==> config.mk <==
export PLATFORM = sky130hd
export DESIGN_NAME = painterengine_gpu_writer_arbiter
export DESIGN_NICKNAME = d
export VERILOG_FILES = /design/src/rtl/painterengine_gpu_writer_arbiter.sv
export SDC_FILE = /design/constraint.sdc
export NUM_CORES = 1
export LEC_CHECK = 0
export BUFFER_PORTS_ARGS = -buffer_cell sky130_fd_sc_hd__buf_4
export CAP_MARGIN = 20
export CELL_PAD_IN_SITES_DETAIL_PLACEMENT = 1
export CELL_PAD_IN_SITES_GLOBAL_PLACEMENT = 1
export CORE_AREA = 2 2 216 218
export DETAILED_ROUTE_END_ITERATION = 6
export DIE_AREA = 0 0 218 220
export PLACE_DENSITY_LB_ADDON = 0.1
export SYNTH_ARGS = -nofsm -noshare
export SYNTH_HDL_FRONTEND = slang
export SYNTH_SLANG_ARGS = --single-unit
==> constraint.sdc <==
create_clock -name i_wire_clock -period 7.35 [get_ports i_wire_clock]
set_input_delay 1.1025 -clock i_wire_clock [delete_from_list [all_inputs] [get_ports i_wire_clock]]
set_output_delay 1.1025 -clock i_wire_clock [all_outputs]
set_load 0.1 [all_outputs]
==> src/rtl/painterengine_gpu_writer_arbiter.sv <==
// Shares one GPU DMA writer between 4 requesters: grant, reset/route/run, report.
// Ports: i_wire_req* from channels, o_wire_writer* to the writer, i_wire_writer* back from the writer, done/error pulses out.
// Optional: PAINTERENGINE_GPU_WRITER_ARB_PRIORITY_EN selects fixed priority (ch0 highest) instead of round-robin.
module painterengine_gpu_writer_arbiter #(
  parameter int PARAM_RESET_CYCLES  = 2,
  parameter int PARAM_WATCHDOG_BITS = 20
) (
  input  logic         i_wire_clock,
  input  logic         i_wire_resetn,
  input  logic [3:0]   i_wire_req,
  input  logic [127:0] i_wire_req_address,
  input  logic [127:0] i_wire_req_length,
  input  logic [3:0]   i_wire_req_data_valid,
  output logic [3:0]   o_wire_req_data_next,
  output logic [3:0]   o_wire_req_done,
  output logic [3:0]   o_wire_req_error,
  output logic [2:0]   o_wire_error_type,
  output logic         o_wire_busy,
  output logic         o_wire_writer_resetn,
  output logic [3:0]   o_wire_writer_router,
  output logic [127:0] o_wire_writer_address,
  output logic [127:0] o_wire_writer_length,
  output logic [3:0]   o_wire_writer_data_valid,
  input  logic [3:0]   i_wire_writer_data_next,
  input  logic         i_wire_writer_done,
  input  logic         i_wire_writer_error,
  input  logic [2:0]   i_wire_writer_error_type
);

  localparam int WB = PARAM_WATCHDOG_BITS;
  // Counter reaches all-ones on the edge that leaves this value.
  localparam logic [WB-1:0] WD_LAST = ~(WB'(1));
  localparam logic [3:0] ARM_LAST = 4'(PARAM_RESET_CYCLES - 1);

  typedef enum logic [1:0] {
    IDLE,
    ARM,
    RUN,
    REPORT
  } state_t;

  state_t         state;
  logic [3:0]     grant;
  logic [3:0]     router;
  logic [3:0]     done_q;
  logic [3:0]     err_q;
  logic [2:0]     etype;
  logic           wr_rstn;
  logic [127:0]   addr_q;
  logic [127:0]   len_q;
  logic [3:0]     arm_cnt;
  logic [WB-1:0]  wd;
  logic [3:0]     win;
  logic [127:0]   wmask;
  logic           run;

`ifdef PAINTERENGINE_GPU_WRITER_ARB_PRIORITY_EN
  always_comb begin
    win = '0;
    for (int i = 3; i >= 0; i--)
      if (i_wire_req[i]) win = 4'b1 << i;
  end
`else
  logic [1:0] ptr;
  logic [1:0] idx;
  logic       found;

  // Search starts just after the last winner.
  always_comb begin
    win   = '0;
    found = 1'b0;
    idx   = '0;
    for (int i = 1; i <= 4; i++) begin
      idx = ptr + 2'(i);
      if (!found && i_wire_req[idx]) begin
        win   = 4'b1 << idx;
        found = 1'b1;
      end
    end
  end
`endif

  always_comb begin
    wmask = '0;
    for (int n = 0; n < 4; n++)
      wmask[n*32 +: 32] = {32{win[n]}};
  end

  always_ff @(posedge i_wire_clock or negedge i_wire_resetn) begin
    if (!i_wire_resetn) begin
      state   <= IDLE;
      grant   <= '0;
      router  <= '0;
      done_q  <= '0;
      err_q   <= '0;
      etype   <= '0;
      wr_rstn <= 1'b0;
      addr_q  <= '0;
      len_q   <= '0;
      arm_cnt <= '0;
      wd      <= '0;
`ifndef PAINTERENGINE_GPU_WRITER_ARB_PRIORITY_EN
      ptr     <= 2'd3;
`endif
    end else begin
      done_q <= '0;
      err_q  <= '0;
      unique case (state)
        IDLE: begin
          wr_rstn <= 1'b0;
          router  <= '0;
          if (|i_wire_req) begin
            grant   <= win;
            router  <= win;
            addr_q  <= i_wire_req_address & wmask;
            len_q   <= i_wire_req_length & wmask;
            arm_cnt <= '0;
            wd      <= '0;
`ifndef PAINTERENGINE_GPU_WRITER_ARB_PRIORITY_EN
            ptr     <= {win[3] | win[2], win[3] | win[1]};
`endif
            state   <= ARM;
          end
        end
        ARM: begin
          if (arm_cnt == ARM_LAST) begin
            wr_rstn <= 1'b1;
            state   <= RUN;
          end else begin
            arm_cnt <= arm_cnt + 4'd1;
          end
        end
        RUN: begin
          wd <= wd + 1'b1;
          if (i_wire_writer_error) begin
            etype <= i_wire_writer_error_type;
            err_q <= grant;
          end else if (i_wire_writer_done) begin
            done_q <= grant;
          end else if (wd == WD_LAST) begin
            etype <= 3'b101;
            err_q <= grant;
          end
          if (i_wire_writer_error || i_wire_writer_done
              || wd == WD_LAST) begin
            wr_rstn <= 1'b0;
            router  <= '0;
            state   <= REPORT;
          end
        end
        REPORT: begin
          grant <= '0;
          state <= IDLE;
        end
        default: state <= IDLE;
      endcase
    end
  end

  assign run = (state == RUN);
  assign o_wire_busy              = (state != IDLE);
  assign o_wire_req_data_next     = i_wire_writer_data_next & grant & {4{run}};
  assign o_wire_writer_data_valid = i_wire_req_data_valid & grant & {4{run}};
  assign o_wire_req_done          = done_q;
  assign o_wire_req_error         = err_q;
  assign o_wire_error_type        = etype;
  assign o_wire_writer_resetn     = wr_rstn;
  assign o_wire_writer_router     = router;
  assign o_wire_writer_address    = addr_q;
  assign o_wire_writer_length     = len_q;

endmodule
==> impl_metrics.ini <==
[grt]
grt_antenna_before_repair = 1
grt_pass1_vias = 11390
grt.overflow.total = 0
global_route.usage.total = 0.1961
grt_pass1_wl_um = 72150
grt_max_degree = 149

[floorplanning]
die-area_sq_um = 47960
dieHeight_um = 220
placementRows = 79
design.portCount = 556
floorplan.die.width_um = 218
core_area_sq_um = 45860
start_util = 0.2711

[yosys]
synth_fp_nets = 1526
synth_area_sq_um = 12430
count_of_cell_types_in_the_netlist = 46
share_of_flip_flops_with_an_asynchronous_set_or_reset_after_synthesis = 1.000
average_size_of_a_mapped_cell_sq_um = 10.07
postSynthRegisterBits = 304
yosys_warnings = 0
post_synth_inst_count = 1235
synth_enable_flop_cells = 0
synth_sequential_area_ratio = 0.6120
ys_flop_type = sky130_fd_sc_hd__dfrtp_1

[routing]
vias = 11030
vias_per_cell = 4.597
detail_route.wl_per_cell_um = 20.29
met3RoutedLength_um = 4826
postRouteWirelength_um = 48680
post-route-drc-count = 0
drt-met1-wl_um = 19880
dr.max_layer_used = met5
detail_route.first_pass.iterations = 5
iteration_0_drc_markers = 595
wl_met2_um = 22810
antenna_violating_nets_post_route = 0

[place]
finalWeightedCongestion = 0.8010
detailed_place_hpwl_um = 34290
area_after_detailed_placement_sq_um = 17130
numPortBuffers = 555

[critical_path]
slowest_cell_on_crit_path = sky130_fd_sc_hd__dfstp_2
worstPathBufferInverterCount = 2
worstSetupPathType = reg2reg
worstSetupEndpointType = register
critPathTopFamily = compound AO/OA/AOI/OAI gates
worst_path_largest_cell_delay_ns = 0.68
critical-path-top-cell-by-count = sky130_fd_sc_hd__a22oi_2
start_kind = register
timing.critical_path.required_ns = 7.74
critical_path_data_arrival_time_ns = 3.89
crit_chain = inv_1 > ha_1 > mux4_2 > nor2_4 > a22oi_2 > a22oi_2 > buf_4 > o21ai_0
critPathMaxFanout = 54

[clock_network]
h-tree-depth = 2
post_cts_resize_count = 0
cts_tree = done
clkTransAtPathRegs_ns = 0.05
holdBufCountCts = 0
cts-root-to-sink-buffers = 3
cts-buffers-inserted = 39
clock-root-buffer = sky130_fd_sc_hd__clkbuf_16
setup_repair_bufs_after_cts = 0
insertion_delay_ns = 0.55
clkSinkCount = 304

[layout]
final_net_count = 2054
area_growth_syn_to_layout_pct = 48.70
most-common-layout-cells = 566 x sky130_fd_sc_hd__buf_4, 397 x sky130_fd_sc_hd__nand2_1, 302 x sky130_fd_sc_hd__dfrtp_1, 132 x sky130_fd_sc_hd__o21ai_0, 73 x sky130_fd_sc_hd__o21ai_1
proportion_of_layout_cells_with_a_drive_suffix_above_1 = 0.3638
layout_commonest_cell = sky130_fd_sc_hd__buf_4
insertedDiodeCount = 0
final_design_area_no_fill_sq_um = 18490

[timing]
period_minus_slack_ns = 3.501
fin_setup_tns_ns = 0
unrepaired_setup_endpoints_after_global_routing = no
timing.final.max_slew_violations = 0
timing_worst_slew_pin_value_ns = 0.9118
min_period_over_period = 0.4764
fin_skew_ns = 0.01878
finalHoldViolCount = 0
relSlewSlack = 0.3922
setup-violations-final = 0
maxClockFrequency_ghz = 0.2856

[outcome]
outcome = finished clean

[hold_path]
worstHoldPathType = reg2reg

[flow_run]
timing.max_cap.violations = 0
-- cells in the mapped netlist, types with 4 or more instances --
cell	count	area, sq um
sky130_fd_sc_hd__o2bb2ai_1	4	35.03
sky130_fd_sc_hd__o21ai_1	73	365.4
sky130_fd_sc_hd__nand2_1	397	1490
sky130_fd_sc_hd__nand3_1	11	55.05
sky130_fd_sc_hd__buf_2	10	50.05
sky130_fd_sc_hd__buf_6	10	112.6
sky130_fd_sc_hd__clkbuf_1	61	229.0
sky130_fd_sc_hd__and4_1	4	35.03
sky130_fd_sc_hd__inv_1	12	45.04
sky130_fd_sc_hd__xor2_1	18	157.7
sky130_fd_sc_hd__ha_1	16	200.2
sky130_fd_sc_hd__mux4_2	4	90.09
sky130_fd_sc_hd__and2_1	11	68.82
sky130_fd_sc_hd__and3_1	11	68.82
sky130_fd_sc_hd__a22o_1	65	569.3
sky130_fd_sc_hd__a22oi_2	4	50.05
sky130_fd_sc_hd__nand4_1	8	50.05
sky130_fd_sc_hd__nor2_1	33	123.9
sky130_fd_sc_hd__a21oi_1	7	35.03
sky130_fd_sc_hd__o21ai_0	132	660.6
sky130_fd_sc_hd__dfrtp_1	302	7557
sky130_fd_sc_hd__nand2b_1	5	31.28
-- path summary, 6_finish.rpt --
| path | from | slack [ns] | cells past startpoint | endpoint |
|---|---|---|---|---|
| max | ptr[0] | 3.85 | 8 | o_wire_writer_address[127] |
| min | o_wire_writer_address[55] | 0.48 | 2 | o_wire_writer_address[55] |
| max reg2reg | ptr[0] | 3.85 | 8 | o_wire_writer_address[127] |
| min reg2reg | o_wire_writer_address[55] | 0.48 | 2 | o_wire_writer_address[55] |
| max in group asynchronous | i_wire_resetn | 5.25 | 2 | o_wire_writer_length[18] |
| min in group asynchronous | i_wire_resetn | 0.59 | 1 | o_wire_writer_address[55] |
-- layer usage --
metal  up-vias  track usage
met4         2      0.05578
met1      5365       0.2408
met5         -            0
li1       5196            -
met3        66      0.07992
met2       399       0.3165
-- worst min-delay path: cells and delay by family (launching register included) --
kind / cells / cell delay [ns]
flip-flops: 1 / 0.34
AO/OA/AOI/OAI: 1 / 0.06
AND/OR/NAND/NOR: 1 / 0.05
-- state kept, by name, summed over array words and instances (netlist names), 2 cells and up --
| name | cells |
|---|---|
| o_wire_req_done | 4 |
| wd | 20 |
| arm_cnt | 4 |
| state | 2 |
| ptr | 2 |
| grant | 4 |
| o_wire_error_type | 3 |
| o_wire_req_error | 4 |
| o_wire_writer_router | 4 |
| o_wire_writer_length | 128 |
| o_wire_writer_address | 128 |
-- logic make-up after synthesis --
kind of cell,count (synthesis),share of synthesized area
XOR/XNOR,20,0.01409
adder cells (fa/ha/maj),16,0.01610
AO/OA/AOI/OAI,299,0.1468
buffers and inverters,95,0.03632
flip-flops,304,0.6120
AND/OR/NAND/NOR,491,0.1622
multiplexers,10,0.01248
-- final cells by class --
| class | instances | area, sq um |
|---|---|---|
| clock buffer | 61 | 1231 |
| clock inverter | 9 | 128.9 |
| fill | 5241 | 27370 |
| inverter | 12 | 45.04 |
| multi-input combinational | 836 | 4400 |
| sequential | 304 | 7610 |
| tap | 607 | 759.5 |
| timing repair buffer | 570 | 4315 |
-- through the flow --
step	hold WS, ns	worst slack [ns]	instances	util
after floorplan	0.4904	4.367	1235	-
after global placement	0.4637	3.578	2328	0.3733
after detailed placement	0.4712	3.548	2329	0.3735
after CTS	0.4847	3.814	2399	0.4032
after global routing	0.4945	3.560	2399	0.4032
final	0.4770	3.849	2399	0.4032
Power is not shown: default switching activity piles up to over one toggle a cycle in this logic, so the estimate is an artifact.
